[config.mk]
export PLATFORM = sky130hd
export DESIGN_NAME = mem_access
export DESIGN_NICKNAME = d
export VERILOG_FILES = /design/src/rtl/mem_access_pkg.sv /design/src/rtl/mem_access_lsu_align.sv /design/src/rtl/mem_access.sv
export SDC_FILE = /design/constraint.sdc
export NUM_CORES = 1
export LEC_CHECK = 0
export BUFFER_PORTS_ARGS = -buffer_cell sky130_fd_sc_hd__buf_4
export CORE_AREA = 2 2 162 164
export CTS_CLUSTER_SIZE = 12
export DETAILED_ROUTE_END_ITERATION = 12
export DIE_AREA = 0 0 164 166
export PLACE_DENSITY = 0.59
export SLEW_MARGIN = 10
export SYNTH_ARGS = -nofsm -noshare
export SYNTH_HDL_FRONTEND = slang
export SYNTH_SLANG_ARGS = --single-unit
export TNS_END_PERCENT = 30
[constraint.sdc]
create_clock -name clk -period 1.93 [get_ports clk]
set_clock_uncertainty 0.15 [all_clocks]
set_input_delay 0.193 -clock clk [delete_from_list [all_inputs] [get_ports clk]]
set_output_delay 0.193 -clock clk [all_outputs]
set_load 0.02 [all_outputs]
[src/rtl/mem_access_pkg.sv]
// Shared encodings for the memory-access stage: MemRW, data size, branch kind and FSM state.
// The execute stage decodes into the same MemRW/dsize/MemBranch values.
package mem_access_pkg;

   typedef enum logic [1:0] {
      MEM_NONE  = 2'b00,
      MEM_LOAD  = 2'b01,
      MEM_STORE = 2'b10,
      MEM_RSVD  = 2'b11
   } mem_rw_e;

   typedef enum logic [1:0] {
      DSIZE_B    = 2'b00,
      DSIZE_H    = 2'b01,
      DSIZE_W    = 2'b10,
      DSIZE_RSVD = 2'b11
   } dsize_e;

   typedef enum logic [2:0] {
      BR_NONE = 3'b000,
      BR_EQ   = 3'b001,
      BR_NE   = 3'b010,
      BR_LT   = 3'b011,
      BR_GE   = 3'b100,
      BR_LTU  = 3'b101,
      BR_GEU  = 3'b110,
      BR_JMP  = 3'b111
   } br_e;

   typedef enum logic {
      StIdle = 1'b0,
      StWait = 1'b1
   } state_e;

   typedef struct packed {
      logic [31:0] addr;
      logic [3:0]  be;
      logic [31:0] wdata;
      logic        we;
   } dmem_cmd_t;

   function automatic logic is_memop(input logic [1:0] rw);
      return (rw == MEM_LOAD) || (rw == MEM_STORE);
   endfunction

endpackage

[src/rtl/mem_access_lsu_align.sv]
// Combinational byte-lane steering: byte enables, replicated store data, load lane select
// with sign/zero extension, and misalignment detection.
module lsu_align
   import mem_access_pkg::*;
(
   input  logic [1:0]  addr_lo,
   input  logic [1:0]  size,
   input  logic        is_unsigned,
   input  logic [31:0] store_data,
   input  logic [31:0] read_data,
   output logic [3:0]  be,
   output logic [31:0] wdata,
   output logic [31:0] rdata_ext,
   output logic        misalign
);

   logic [31:0] lane;

   assign lane = read_data >> {addr_lo, 3'b000};

   always_comb begin
      be        = 4'b0000;
      wdata     = 32'h0;
      rdata_ext = 32'h0;
      misalign  = 1'b0;
      case (dsize_e'(size))
         DSIZE_B: begin
            be        = 4'b0001 << addr_lo;
            wdata     = {4{store_data[7:0]}};
            rdata_ext = {{24{~is_unsigned & lane[7]}}, lane[7:0]};
         end
         DSIZE_H: begin
            be        = 4'b0011 << addr_lo;
            wdata     = {2{store_data[15:0]}};
            rdata_ext = {{16{~is_unsigned & lane[15]}}, lane[15:0]};
            misalign  = addr_lo[0];
         end
         // Reserved size decodes as a word access.
         default: begin
            be        = 4'b1111;
            wdata     = store_data;
            rdata_ext = read_data;
            misalign  = |addr_lo;
         end
      endcase
   end

endmodule

[src/rtl/mem_access.sv]
// MEM stage of the RV32I pipeline: data-memory req/ack FSM, branch resolution and the
// MEM/WB pipeline register.
module mem_access
   import mem_access_pkg::*;
(
   input  logic        clk,
   input  logic        rst,
   input  logic [31:0] ALU_co_pype,
   input  logic [31:0] read_data2_pype2,
   input  logic [31:0] PCBranch_pype2,
   input  logic [31:0] PCp4_pype2,
   input  logic [4:0]  WReg_pype2,
   input  logic        RegWrite_pype2,
   input  logic [1:0]  MemtoReg_pype2,
   input  logic [1:0]  MemRW_pype2,
   input  logic [2:0]  MemBranch_pype2,
   input  logic [1:0]  dsize_pype2,
   input  logic [31:0] Instraction_pype2,
   output logic        dmem_req,
   output logic        dmem_we,
   output logic [31:0] dmem_addr,
   output logic [3:0]  dmem_be,
   output logic [31:0] dmem_wdata,
   input  logic [31:0] dmem_rdata,
   input  logic        dmem_ack,
   output logic        mem_keep,
   output logic        branch_taken,
   output logic [31:0] branch_PC,
   output logic        misalign,
   output logic [31:0] read_data_pype3,
   output logic [31:0] ALU_co_pype3,
   output logic [31:0] PCp4_pype3,
   output logic [4:0]  WReg_pype3,
   output logic        RegWrite_pype3,
   output logic [1:0]  MemtoReg_pype3
);

   logic        memop;
   logic        is_load;
   logic        access;
   logic        misalign_raw;
   logic [3:0]  lane_be;
   logic [31:0] lane_wdata;
   logic [31:0] rdata_ext;
   logic        unused_instr;
   dmem_cmd_t   cmd_now;
   dmem_cmd_t   cmd_q;
   state_e      state_q;
   state_e      state_d;

   assign unused_instr = ^{Instraction_pype2[31:15], Instraction_pype2[13:0]};

   lsu_align u_lsu_align (
      .addr_lo     (ALU_co_pype[1:0]),
      .size        (dsize_pype2),
      .is_unsigned (Instraction_pype2[14]),
      .store_data  (read_data2_pype2),
      .read_data   (dmem_rdata),
      .be          (lane_be),
      .wdata       (lane_wdata),
      .rdata_ext   (rdata_ext),
      .misalign    (misalign_raw)
   );

   assign memop    = is_memop(MemRW_pype2);
   assign is_load  = (MemRW_pype2 == MEM_LOAD);
   assign access   = memop & ~misalign_raw;
   assign misalign = memop & misalign_raw;
   assign mem_keep = access & ~dmem_ack;

   always_comb begin
      cmd_now.addr  = {ALU_co_pype[31:2], 2'b00};
      cmd_now.be    = lane_be;
      cmd_now.wdata = lane_wdata;
      cmd_now.we    = (MemRW_pype2 == MEM_STORE);
   end

   // WAIT replays the command latched at issue so the bus stays stable regardless of inputs.
   always_comb begin
      state_d    = state_q;
      dmem_req   = 1'b0;
      dmem_we    = 1'b0;
      dmem_addr  = 32'h0;
      dmem_be    = 4'b0000;
      dmem_wdata = 32'h0;
      unique case (state_q)
         StIdle: begin
            if (access) begin
               dmem_req   = 1'b1;
               dmem_we    = cmd_now.we;
               dmem_addr  = cmd_now.addr;
               dmem_be    = cmd_now.be;
               dmem_wdata = cmd_now.wdata;
               if (!dmem_ack) state_d = StWait;
            end
         end
         StWait: begin
            dmem_req   = 1'b1;
            dmem_we    = cmd_q.we;
            dmem_addr  = cmd_q.addr;
            dmem_be    = cmd_q.be;
            dmem_wdata = cmd_q.wdata;
            if (dmem_ack) state_d = StIdle;
         end
      endcase
   end

   always_ff @(posedge clk) begin
      if (rst) begin
         state_q <= StIdle;
         cmd_q   <= '0;
      end else begin
         state_q <= state_d;
         if (state_q == StIdle && access) cmd_q <= cmd_now;
      end
   end

   always_comb begin
      branch_taken = 1'b0;
      unique case (br_e'(MemBranch_pype2))
         BR_NONE:         branch_taken = 1'b0;
         BR_EQ:           branch_taken = (ALU_co_pype == 32'h0);
         BR_NE:           branch_taken = (ALU_co_pype != 32'h0);
         BR_LT,  BR_LTU:  branch_taken = ALU_co_pype[0];
         BR_GE,  BR_GEU:  branch_taken = ~ALU_co_pype[0];
         BR_JMP:          branch_taken = 1'b1;
      endcase
   end

   assign branch_PC = PCBranch_pype2;

   // MEM/WB: a stalled or misaligned cycle loads a bubble, the ack cycle loads the result.
   always_ff @(posedge clk) begin
      if (rst || mem_keep || misalign) begin
         read_data_pype3 <= 32'h0;
         ALU_co_pype3    <= 32'h0;
         PCp4_pype3      <= 32'h0;
         WReg_pype3      <= 5'd0;
         RegWrite_pype3  <= 1'b0;
         MemtoReg_pype3  <= 2'b00;
      end else begin
         read_data_pype3 <= is_load ? rdata_ext : 32'h0;
         ALU_co_pype3    <= ALU_co_pype;
         PCp4_pype3      <= PCp4_pype2;
         WReg_pype3      <= WReg_pype2;
         RegWrite_pype3  <= RegWrite_pype2;
         MemtoReg_pype3  <= MemtoReg_pype2;
      end
   end

endmodule
Word-level counts from Yosys, hierarchy flattened:

Index checks and enable logic that the tools add are counted.

* register bits: 172
* output and inout bits: 209
* word-level logic and storage cells: 65

* eq/ne operators: 10
* shift operators: 3
* mux-type cells: 18
* bitwise logic cells: 11
* reduce and logical (&&, ||, !) cells: 12

Operators by type and width (count)
* 32-bit case mux with 2 select lines: 4
* 32-bit two-way mux: 2
* 32-bit logical NOT: 1
* 32-bit nonzero test: 1
* 32-bit by 5-bit right shift with 16-bit output: 1
* 4-bit case mux with 2 select lines: 2
* 3-bit equality test, second input constant: 4
* 1-bit case mux with 2 select lines: 4
* 2-bit OR reduction: 4
* 3-bit by 2-bit equality test with 1-bit output, second input constant: 2
* 1-bit NOT: 6
* 1-bit case mux with 6 select lines: 1
* 1-bit bitwise AND: 5
* 2-bit by 1-bit equality test with 1-bit output, second input constant: 2
* 1-bit two-way mux: 4
* 4-bit two-way mux: 1
* 1-bit by 2-bit << shifter with 4-bit output, first input constant: 1
* 2-bit by 2-bit << shifter with 4-bit output, first input constant: 1
* 3-bit by 1-bit equality test with 1-bit output, second input constant: 1
* 3-bit logical NOT: 1
* 1-bit logical OR: 3
* 2-bit equality test, second input constant: 1
* 2-bit logical NOT: 1
* 1-bit logical AND: 1

Longest topological paths before layout:

Gate-level depths: netlist (run 1).

* word-level depth: 8
* mapped depth: 7
* gate-level depth less buffers: 6

By module:

From an unflattened synthesis (run 1), not the netlist that was laid out.

* cell total of the unflattened synthesis: 916
* area, all modules: 7392.1 um^2

Modules (own cells, without submodules)
* mem_access: instances 1, cells each 723, area an instance 6140.9 um^2, sequential area each 3443.3 um^2
* lsu_align: instances 1, cells each 193, area an instance 1251.2 um^2, sequential area each 0.0 um^2

Worst setup path after synthesis (run 1):

Ideal clock, no wire load.

* path kind: input to output
* from: in MemRW_pype2[0]
* to: out dmem_be[3]
* arrival: 1819 ps
* required time: 1587 ps
* path slack: -232 ps
* cell stages on the path: 5
* path buffers: 1
* path through: inv_1 > ha_1 > or4_4 > clkbuf_1 > o21ai_0

* cells in the longest elaborated chain, start to end: 5
* elaborated cells between the ends (all ways): 6

Ends and longest elaborated chain
* start, declared: RTL line mem_access.sv:15 `input logic [1:0] MemRW_pype2,`
* 2-bit by 1-bit equality test with 1-bit output / 2-bit equality test (equally long branches): RTL line mem_access_pkg.sv:43 `return (rw == MEM_LOAD) || (rw == MEM_STORE);`
* 1-bit logical OR (*): RTL line mem_access_pkg.sv:43
* 1-bit bitwise AND (*): RTL line mem_access.sv:67 `assign access = memop & ~misalign_raw;`
* 4-bit two-way mux (*): RTL line mem_access.sv:88 `if (access) begin`
* 4-bit case mux with 2 select lines (*): RTL line mem_access.sv:86 `unique case (state_q)`
* end, declared: RTL line mem_access.sv:22 `output logic [3:0] dmem_be,`

Mark *: on every way between the ends. The rest lies on a longest branch, timed or not.

Worst setup path after layout (run 1):

* from: reg state_q
* to: out dmem_addr[26]

* cells in the longest elaborated chain, start to end: 2

Ends and longest elaborated chain
* start, declared: RTL line mem_access.sv:48 `state_e state_q;`
* start signal, assigned: RTL line mem_access.sv:110 `state_q <= StIdle;`
* start signal, assigned: RTL line mem_access.sv:113 `state_q <= state_d;`
* 1-bit NOT
* 32-bit case mux with 2 select lines (*): RTL line mem_access.sv:86
* end, declared: RTL line mem_access.sv:21 `output logic [31:0] dmem_addr,`

Marks and branches as above.

==> flow_metrics.env, run 1 <==
export IMPL_status="complete, but fails checks"
export IMPL_violations="negative setup slack"
export IMPL_setup_violations_final=68
export IMPL_slew_viol_final=0
export IMPL_drv_cap=0
export IMPL_start_util=0.284
export IMPL_worst_setup_path_start_kind="flop"
export IMPL_min_path_cells=4
export IMPL_hold_violations=0
export IMPL_port_buffers=321
export IMPL_worst_ep_arrival_time_ps=1850
export IMPL_dp_hpwl_mm=19.0
export IMPL_drtIter0Drc=359
export IMPL_h_tree_depth=4
export IMPL_yosysTopAreaCell="dfxtp_1"
export IMPL_path_class="flop to primary output"
export IMPL_synth_top_area_frac=0.474
export IMPL_synth_flop_cell="dfxtp_1"
export IMPL_grt_pass1_wl_mm=42.5
export IMPL_syn_to_final_growth_pct=75.5
export IMPL_synth_edf_count=0
export IMPL_antenna_found_initial=0
export IMPL_tightest_slew_ps=540
export IMPL_synth_cells=872
export IMPL_layout_drive_gt1_share=0.390
export IMPL_nets=1528
export IMPL_rsz0062_at_grt="true"
export IMPL_clk_latency_ps=420
export IMPL_synth_warnings=0
export IMPL_async_flop_share=0
export IMPL_fin_ws_ps=-267
export IMPL_max_slew_margin=0.640
export IMPL_firstDrtPassIters=4
export IMPL_hp_class="primary input to flop"
export IMPL_dieWidth_um=164
export IMPL_overflow=0
export IMPL_final_antenna_net_count=0
export IMPL_vias=7536
export IMPL_slowest_stage="dfxtp_4"
export IMPL_syn_area_per_cell_um2=8.33
export IMPL_cp_slowest_stage_delay_ps=370
export IMPL_core_area_um2=25600
export IMPL_synth_seq_area_share=0.474
export IMPL_critPathCaptureType="primary output"
export IMPL_cts_buffers=17
export IMPL_cts_tree="built"
export IMPL_final_util=0.498
export IMPL_grt_max_degree=73
export IMPL_finalInstanceArea_um2=12700
export IMPL_io_pins=419
export IMPL_ys_ff_latch=172
export IMPL_p_leak_nw=5.87
export IMPL_fin_crit_sh=1.14
export IMPL_synth_distinct_cells=42
export IMPL_drt_wirelength_per_cell_um=17.0
export IMPL_drc=0
export IMPL_first_global_vias=7612
export IMPL_syn_cell_area_um2=7260
export IMPL_clock_path_buffers=2
export IMPL_fillers=2415
export IMPL_irDropWorstVdd_mv=0.414
export IMPL_die_area_um2=27200
export IMPL_cp_required_ps=1590
export IMPL_placed_area_um2=10200
export IMPL_path_cells="nor4_4 -> buf_6 -> bufbuf_16 -> nand2_1 -> nand2_1 -> buf_6"
export IMPL_p_per_area_nw_per_um2=758
export IMPL_clkTransAtPathRegs_ps=80
export IMPL_rr_worst_depth=6
export IMPL_cts_sinks=172
export IMPL_reg2reg_slack_ps=100
export IMPL_detail_route_vias_per_cell=4.53
export IMPL_drt_wl_total_mm=28.3
export IMPL_rows=59
export IMPL_cp_max_fo=5
export IMPL_fmax_mhz=455
export IMPL_final_cell_mix="buf_4 (322), nand2_1 (203), dfxtp_1 (171)"
export IMPL_place_gp_congestion=0.803
export IMPL_fin_crit_ps=2200
export IMPL_final_common_cell="buf_4"
export IMPL_die_height_um=166
export IMPL_synth_area_leaders="dfxtp_1 (47%), nand2_1 (13%), and2_1 (6.2%)"
export IMPL_clk_root_buffer_cell="clkbuf_16"
export IMPL_grt_usage=0.203
export IMPL_dp_cells=1500
export IMPL_antennaDiodeCount=0
export IMPL_fin_cells=1663
==> synthesized netlist by cell type, types with 2 or more instances <==
master	number
nand4_1	2
a211oi_1	26
buf_6	7
nand2b_1	4
o21ai_0	28
clkbuf_1	32
o211ai_1	9
buf_1	2
ha_1	2
o21a_1	2
and2_1	72
nand2_1	244
buf_4	38
nor4_1	9
mux2i_1	44
nor3_1	3
a21oi_1	73
o221ai_1	7
dfxtp_1	172
inv_1	13
nor3_2	5
nor2_1	42
buf_2	17
==> power breakdown <==
group          internal, mW  total, mW  switching [mW]
sequential             3.77       3.86          0.0867
combinational          1.21       2.42            1.21
clock                  1.72       3.39            1.67
==> flip-flops by register name, indices dropped and copies added, names as in the netlist <==
name,flops
WReg_pype3,5
ALU_co_pype3,32
cmd_q,67
MemtoReg_pype3,2
RegWrite_pype3,1
state_q,1
read_data_pype3,32
PCp4_pype3,32
==> critical path, delay by kind of cell, from the launching register on <==
kind                   cells  cell delay (ps)
buffers and inverters      3              570
and+or+nand+nor            3              490
DFF                        1              370
==> path summary, 6_finish.rpt <==
kind	from	to
setup reg to reg	state_q	cmd_q[14]
hold reg to reg	cmd_q[42]	cmd_q[42]
hold / removal	Instraction_pype2[14]	read_data_pype3[15]
setup / recovery	state_q	dmem_addr[26]
==> per-layer routing <==
| metal | wire length [um] | global-route usage | vias up |
|---|---|---|---|
| li1 | - | - | 3721 |
| met1 | 11500 | 0.240 | 3477 |
| met2 | 14100 | 0.359 | 291 |
| met3 | 1880 | 0.0430 | 47 |
| met4 | 769 | 0.0732 | 0 |
| met5 | 0 | 0 | - |
==> per-stage QoR <==
| step | hold WS [ps] | total power, mW | setup WS, ps | TNS, ps |
|---|---|---|---|---|
| 3_3_place_gp | 229 | 5.88 | -286 | -19830 |
| 4_1_cts | 2.93 | 9.76 | -294 | -12100 |
| 6_report | 16.6 | 9.66 | -267 | -14470 |
| 3_5_place_dp | 232 | 5.89 | -370 | -21130 |
| 2_1_floorplan | 116 | 5.04 | -28.7 | -526 |
| 5_1_grt | 18.7 | 10.1 | -350 | -20230 |
==> final cells by class <==
cell class              count  area, um^2  share of cell area
repair buffers            520        4680               0.367
multi-input cells         592        3580               0.281
flip-flops and latches    172        3450               0.270
clock buffers              17         425              0.0334
well taps                 335         419              0.0329
clock inverters            14         146              0.0115
inverters                  13        48.8             0.00383
==> cells by family after synthesis <==
| logic type | Yosys count | synth area share |
|---|---|---|
| AO/OA/AOI/OAI | 151 | 0.126 |
| buffers and inverters | 109 | 0.0861 |
| flip-flops | 172 | 0.474 |
| AND/OR/NAND/NOR | 391 | 0.245 |
| other | 1 | 0.000516 |
| adder cells (fa/ha/maj) | 2 | 0.00344 |
| XOR/XNOR | 1 | 0.00121 |
| multiplexers | 45 | 0.0637 |
==> timing repair <==
action	4_1_cts	5_1_grt
endpoints found under the hold margin	142	0
pin swaps	28	34
resized for setup	95	47
buffers inserted	8	3
cloned	7	1
hold buffers	116	0
endpoints found under the setup margin	69	69
(Power assumes the default switching activity.)
==> run 2, diff against run 1 <==
--- a/config.mk
+++ b/config.mk
@@ -6,13 +6,15 @@
 export NUM_CORES = 1
 export LEC_CHECK = 0
 export BUFFER_PORTS_ARGS = -buffer_cell sky130_fd_sc_hd__buf_4
-export CORE_AREA = 2 2 162 164
+export CORE_AREA = 2 2 161 163
 export CTS_CLUSTER_SIZE = 12
 export DETAILED_ROUTE_END_ITERATION = 12
-export DIE_AREA = 0 0 164 166
-export PLACE_DENSITY = 0.59
+export DIE_AREA = 0 0 163 165
+export PLACE_DENSITY = 0.6
+export RECOVER_POWER = 25
 export SLEW_MARGIN = 10
 export SYNTH_ARGS = -nofsm -noshare
 export SYNTH_HDL_FRONTEND = slang
+export SYNTH_HIERARCHICAL = 1
 export SYNTH_SLANG_ARGS = --single-unit
 export TNS_END_PERCENT = 30
==> constraint.sdc (replaced) <==
create_clock -name clk -period 2.69 [get_ports clk]
set_clock_uncertainty 0.15 [all_clocks]
set_input_delay 0.269 -clock clk [delete_from_list [all_inputs] [get_ports clk]]
set_output_delay 0.269 -clock clk [all_outputs]
set_load 0.02 [all_outputs]
==> flow_metrics.env, run 2 <==
export IMPL_grt_max_degree=87
export IMPL_cts_sinks=172
export IMPL_async_flop_share=0
export IMPL_gr_usage_met3=0.0429
export IMPL_dp_hpwl_mm=18.1
export IMPL_fmax_mhz=382
export IMPL_path_class="primary input to primary output"
export IMPL_drc=0
export IMPL_layout_drive_gt1_share=0.276
export IMPL_nets=1456
export IMPL_p_int_mw=4.54
export IMPL_r2r_end="cmd_q[4]"
export IMPL_top_usage_layer="met2"
export IMPL_drt_wl_total_mm=25.8
export IMPL_cts_buffers=17
export IMPL_place_ws_ps=441
export IMPL_clk_root_buffer_cell="clkbuf_16"
export IMPL_seqCellArea_um2=3440
export IMPL_status="finished, final reports clean"
export IMPL_syn_area_per_cell_um2=8.07
export IMPL_max_slew_margin=0.481
export IMPL_final_common_cell="nand2_1"
export IMPL_syn_to_final_growth_pct=48.6
export IMPL_grt_pass1_wl_mm=38.8
export IMPL_holdWs_ps=17.7
export IMPL_rr_worst_depth=4
export IMPL_core_area_um2=25000
export IMPL_reg2reg_slack_ps=560
export IMPL_use_met1=0.223
export IMPL_pwr_share_clk=0.391
export IMPL_h_tree_depth=4
export IMPL_die_height_um=165
export IMPL_slew_viol_final=0
export IMPL_synth_area_leaders="dfxtp_1 (47%), nand2_1 (17%), and2_1 (6.1%)"
export IMPL_cts_tree="built"
export IMPL_clk_latency_ps=420
export IMPL_final_util=0.439
export IMPL_fin_crit_ps=2620
export IMPL_synth_seq_area_share=0.466
export IMPL_rows=58
export IMPL_multi_input_area_um2=3390
export IMPL_startpoint="ALU_co_pype[21]"
export IMPL_clock_path_buffers=2
export IMPL_syn_cell_area_um2=7390
export IMPL_dieWidth_um=163
export IMPL_p_sw_frac=0.312
export IMPL_die_area_um2=26900
export IMPL_power_share_sequential=0.416
export IMPL_vias=7234
export IMPL_fillers=2511
export IMPL_overflow=0
export IMPL_synth_edf_count=0
export IMPL_clkTransAtPathRegs_ps=70
export IMPL_final_antenna_net_count=0
export IMPL_antennaDiodeCount=0
export IMPL_top_register="cmd_q"
export IMPL_critPathCapture="branch_taken"
export IMPL_drv_cap=0
export IMPL_critPathCaptureType="primary output"
export IMPL_tightest_slew_ps=779
export IMPL_io_pins=419
export IMPL_yosysTopAreaCell="dfxtp_1"
export IMPL_cp_max_fo=3
export IMPL_worst_setup_path_start_kind="primary input"
export IMPL_detail_route_vias_per_cell=4.56
export IMPL_place_gp_congestion=0.815
export IMPL_synth_flop_cell="dfxtp_1"
export IMPL_rr_startpoint="state_q"
export IMPL_final_cell_mix="nand2_1 (326), buf_4 (271), dfxtp_1 (171)"
export IMPL_port_buffers=321
export IMPL_p_comb_frac=0.194
export IMPL_met2_usage=0.318
export IMPL_synth_top_area_frac=0.466
export IMPL_irDropWorstVdd_mv=0.310
export IMPL_synth_commonest_cells="nand2_1 (326), dfxtp_1 (172), a21oi_1 (77)"
export IMPL_synth_distinct_cells=40
export IMPL_largest_reg_flops=67
export IMPL_fin_crit_sh=0.973
export IMPL_synth_most_common_cell="nand2_1"
export IMPL_grt_usage=0.185
export IMPL_start_util=0.295
export IMPL_synth_cells=916
export IMPL_p_per_area_nw_per_um2=600
export IMPL_drt_wirelength_per_cell_um=16.2
export IMPL_antenna_found_initial=0
export IMPL_worst_ep_arrival_time_ps=2200
export IMPL_synth_warnings=6
export IMPL_ys_ff_latch=172
export IMPL_hp_class="primary input to flop"
export IMPL_setup_violations_final=0
export IMPL_p_leak_nw=5.16
export IMPL_fin_ws_ps=73.8
export IMPL_first_global_vias=7140
export IMPL_p_sw_mw=2.06
export IMPL_drtIter0Drc=379
export IMPL_firstDrtPassIters=4
export IMPL_cp_required_ps=2270
export IMPL_hold_violations=0
==> run 2: cell families after synthesis <==
family | after synthesis | synth area share
buf+inv | 110 | 0.0878
flops | 172 | 0.466
compound gates | 120 | 0.0916
simple gates | 470 | 0.291
other cells | 1 | 0.000507
mux | 41 | 0.0601
fa+ha+maj | 2 | 0.00338
==> run 2: how the worst min path moves through the flow <==
stage | startpoint | endpoint | slack [ps] | cells after the start
3_5_place_dp | dmem_ack | state_q | 300 | 2
5_1_grt | read_data2_pype2[6] | cmd_q[7] | 20 | 3
2_1_floorplan | dmem_ack | state_q | 200 | 1
4_1_cts | read_data2_pype2[6] | cmd_q[7] | 3 | 3
6_report | read_data2_pype2[6] | cmd_q[7] | 20 | 3
3_3_place_gp | cmd_q[59] | cmd_q[59] | 290 | 2
==> run 2: area by class of cell <==
class | instances | area share
inverters | 5 | 0.00171
clock buffers | 17 | 0.0387
well taps | 330 | 0.0376
clock inverters | 15 | 0.0188
flip-flops and latches | 172 | 0.313
repair buffers | 413 | 0.281
multi-input cells | 635 | 0.309
==> run 2: critical path: stages <==
cell           delay (ps)
dlygate4sd3_1         610
nor4_4                320
nand4_1               150
or4_1                 520
and3_4                160
buf_4                 150
==> run 2: metal layers <==
metal  routed length, um  vias to the layer above  part of all wire
li1                    -                     3579                 -
met1               10900                     3357              0.42
met2               12600                      233              0.49
met3                1580                       65             0.061
met4                 722                        0             0.028
met5                   0                        -                 0
==> run 2: per-stage QoR <==
step	TNS, ps	power [mW]	instances	cell area [um^2]
floorplan	0	3.51	917	7400
global placement	0	4.01	1481	9760
detailed placement	0	4.02	1481	9760
CTS	0	6.72	1591	11200
global route	-0.129	6.89	1587	11000
finish	0	6.60	1587	11000
==> run 2: what timing repair did <==
action | in CTS | in global routing
gates resized for setup | 0 | 10
setup buffers | 0 | 1
setup endpoints to repair | 0 | 1
hold buffers | 78 | 0
hold endpoints to repair | 105 | 0
==> run 2: power groups by stage <==
stage	combinational (mW)	sequential (mW)	clock [mW]
2_1_floorplan	0.623	2.89	0
6_report	1.28	2.74	2.58
3_5_place_dp	1.22	2.80	0
4_1_cts	1.32	2.74	2.65
5_1_grt	1.39	2.76	2.74
3_3_place_gp	1.21	2.80	0
==> run 3, diff against run 2 <==
==> constraint.sdc (replaced) <==
create_clock -name clk -period 3.37 [get_ports clk]
set_clock_uncertainty 0.15 [all_clocks]
set_input_delay 0.337 -clock clk [delete_from_list [all_inputs] [get_ports clk]]
set_output_delay 0.337 -clock clk [all_outputs]
set_load 0.02 [all_outputs]
==> flow_metrics.env, run 3 (synthesis results as in run 2) <==
export IMPL_status="finished, final reports clean"
export IMPL_place_ws_ps=806
export IMPL_drc=0
export IMPL_final_common_cell="nand2_1"
export IMPL_gr_usage_met3=0.0412
export IMPL_antennaDiodeCount=0
export IMPL_layout_drive_gt1_share=0.271
export IMPL_drv_cap=0
export IMPL_max_slew_margin=0.406
export IMPL_port_buffers=321
export IMPL_overflow=0
export IMPL_tightest_slew_ps=891
export IMPL_met2_usage=0.313
export IMPL_p_sw_mw=1.62
export IMPL_critPathCaptureType="primary output"
export IMPL_fin_crit_ps=2990
export IMPL_drt_wirelength_per_cell_um=16.1
export IMPL_cts_tree="built"
export IMPL_dieWidth_um=163
export IMPL_largest_reg_flops=67
export IMPL_rows=58
export IMPL_clkTransAtPathRegs_ps=80
export IMPL_slew_viol_final=0
export IMPL_cp_max_fo=3
export IMPL_p_leak_nw=5.08
export IMPL_multi_input_area_um2=3320
export IMPL_worst_setup_path_start_kind="primary input"
export IMPL_detail_route_vias_per_cell=4.56
export IMPL_cts_setup_buffers=0
export IMPL_cts_buffers=17
export IMPL_final_cell_mix="nand2_1 (326), buf_4 (267), dfxtp_1 (171)"
export IMPL_clk_root_buffer_cell="clkbuf_16"
export IMPL_top_register="cmd_q"
export IMPL_grt_pass1_wl_mm=37.6
export IMPL_min_to="ALU_co_pype3[5]"
export IMPL_p_int_mw=3.60
export IMPL_rr_startpoint="state_q"
export IMPL_grt_usage=0.179
export IMPL_drtIter0Drc=418
export IMPL_first_global_vias=6872
export IMPL_hold_violations=0
export IMPL_seqCellArea_um2=3440
export IMPL_die_area_um2=26900
export IMPL_path_class="primary input to primary output"
export IMPL_reg2reg_slack_ps=1520
export IMPL_antenna_found_initial=0
export IMPL_syn_to_final_growth_pct=45.6
export IMPL_dp_hpwl_mm=17.9
export IMPL_startpoint="ALU_co_pype[10]"
export IMPL_cp_required_ps=2880
export IMPL_fin_crit_sh=0.887
export IMPL_rr_worst_depth=4
export IMPL_hp_class="primary input to flop"
export IMPL_fin_tns_setup_ps=0
export IMPL_start_util=0.295
export IMPL_use_met1=0.218
export IMPL_clk_latency_ps=420
export IMPL_h_tree_depth=4
export IMPL_power_share_sequential=0.418
export IMPL_io_pins=419
export IMPL_p_comb_frac=0.191
export IMPL_worst_ep_arrival_time_ps=2500
export IMPL_hp_start="ALU_co_pype[5]"
export IMPL_cts_sinks=172
export IMPL_final_antenna_net_count=0
export IMPL_setup_violations_final=0
export IMPL_fin_ws_ps=380
export IMPL_place_gp_congestion=0.786
export IMPL_fmax_mhz=334
export IMPL_min_path_cells=2
export IMPL_clock_path_buffers=2
export IMPL_p_sw_frac=0.310
export IMPL_top_usage_layer="met2"
export IMPL_grt_max_degree=105
export IMPL_fillers=2530
export IMPL_r2r_end="cmd_q[47]"
export IMPL_rsz0062_at_grt="false"
export IMPL_holdWs_ps=27.0
export IMPL_pwr_share_clk=0.391
export IMPL_vias=7163
export IMPL_core_area_um2=25000
export IMPL_drt_wl_total_mm=25.3
export IMPL_nets=1441
export IMPL_power_mw=5.22
export IMPL_irDropWorstVdd_mv=0.335
export IMPL_p_per_area_nw_per_um2=485
export IMPL_die_height_um=165
export IMPL_firstDrtPassIters=5
## run 3: cell types whose count changed in the layout (fill, tap and decap cells not counted)
cell           before  now
nor4_2              3    4
inv_6               2    3
buf_4             271  267
nor4_1              1    5
nor4_4              5    0
and3_4              1    0
clkinv_4            1    0
and3_1             32   33
dlygate4sd3_1      78   68
buf_12              2    1
## run 3: power groups by stage
stage	Combinational [mW]	Clock (mW)	Sequential (mW)
finish	0.996	2.04	2.18
global route	1.08	2.20	2.20
CTS	1.03	2.12	2.19
detailed placement	0.966	0	2.23
global placement	0.961	0	2.23
floorplan	0.497	0	2.31
## run 3: final cells by class
cell class,instances,share of cell area
tap,330,0.0384
sequential,172,0.320
clock buffer,17,0.0395
multi-input combinational,635,0.308
clock inverter,15,0.0192
inverter,5,0.00174
timing repair buffer,398,0.273
## run 3: layer usage
metal  vias up  share of wire
met5         -              0
met4         0          0.018
met3        46          0.064
met2       231           0.50
met1      3333           0.42
li1       3553              -
## run 3: how the worst max path moves through the flow
stage                          to  slack, ps  depth (start not counted)
floorplan              dmem_be[2]        980                         10
global placement    dmem_addr[31]        820                          8
detailed placement  dmem_addr[31]        810                          8
CTS                  branch_taken        320                          7
global route         branch_taken        270                          7
finish               branch_taken        380                          7
## run 3: what timing repair did
action | in CTS | in global routing
gates resized for setup | 0 | 0
hold buffers | 68 | 0
endpoints found under the hold margin | 68 | 0
## run 3: worst max-delay path: stages
cell           delay (ps)
dlygate4sd3_1         550
buf_4                 150
nor4_1                520
nand4_1               210
or4_1                 420
and3_1                160
buf_4                 160
## run 3: metrics by stage
step	instances	instance area [um^2]	utilization
detailed placement	1472	9680	0.387
finish	1572	10800	0.430
floorplan	917	7400	-
global placement	1472	9680	0.387
CTS	1572	11000	0.439
global route	1572	10800	0.430
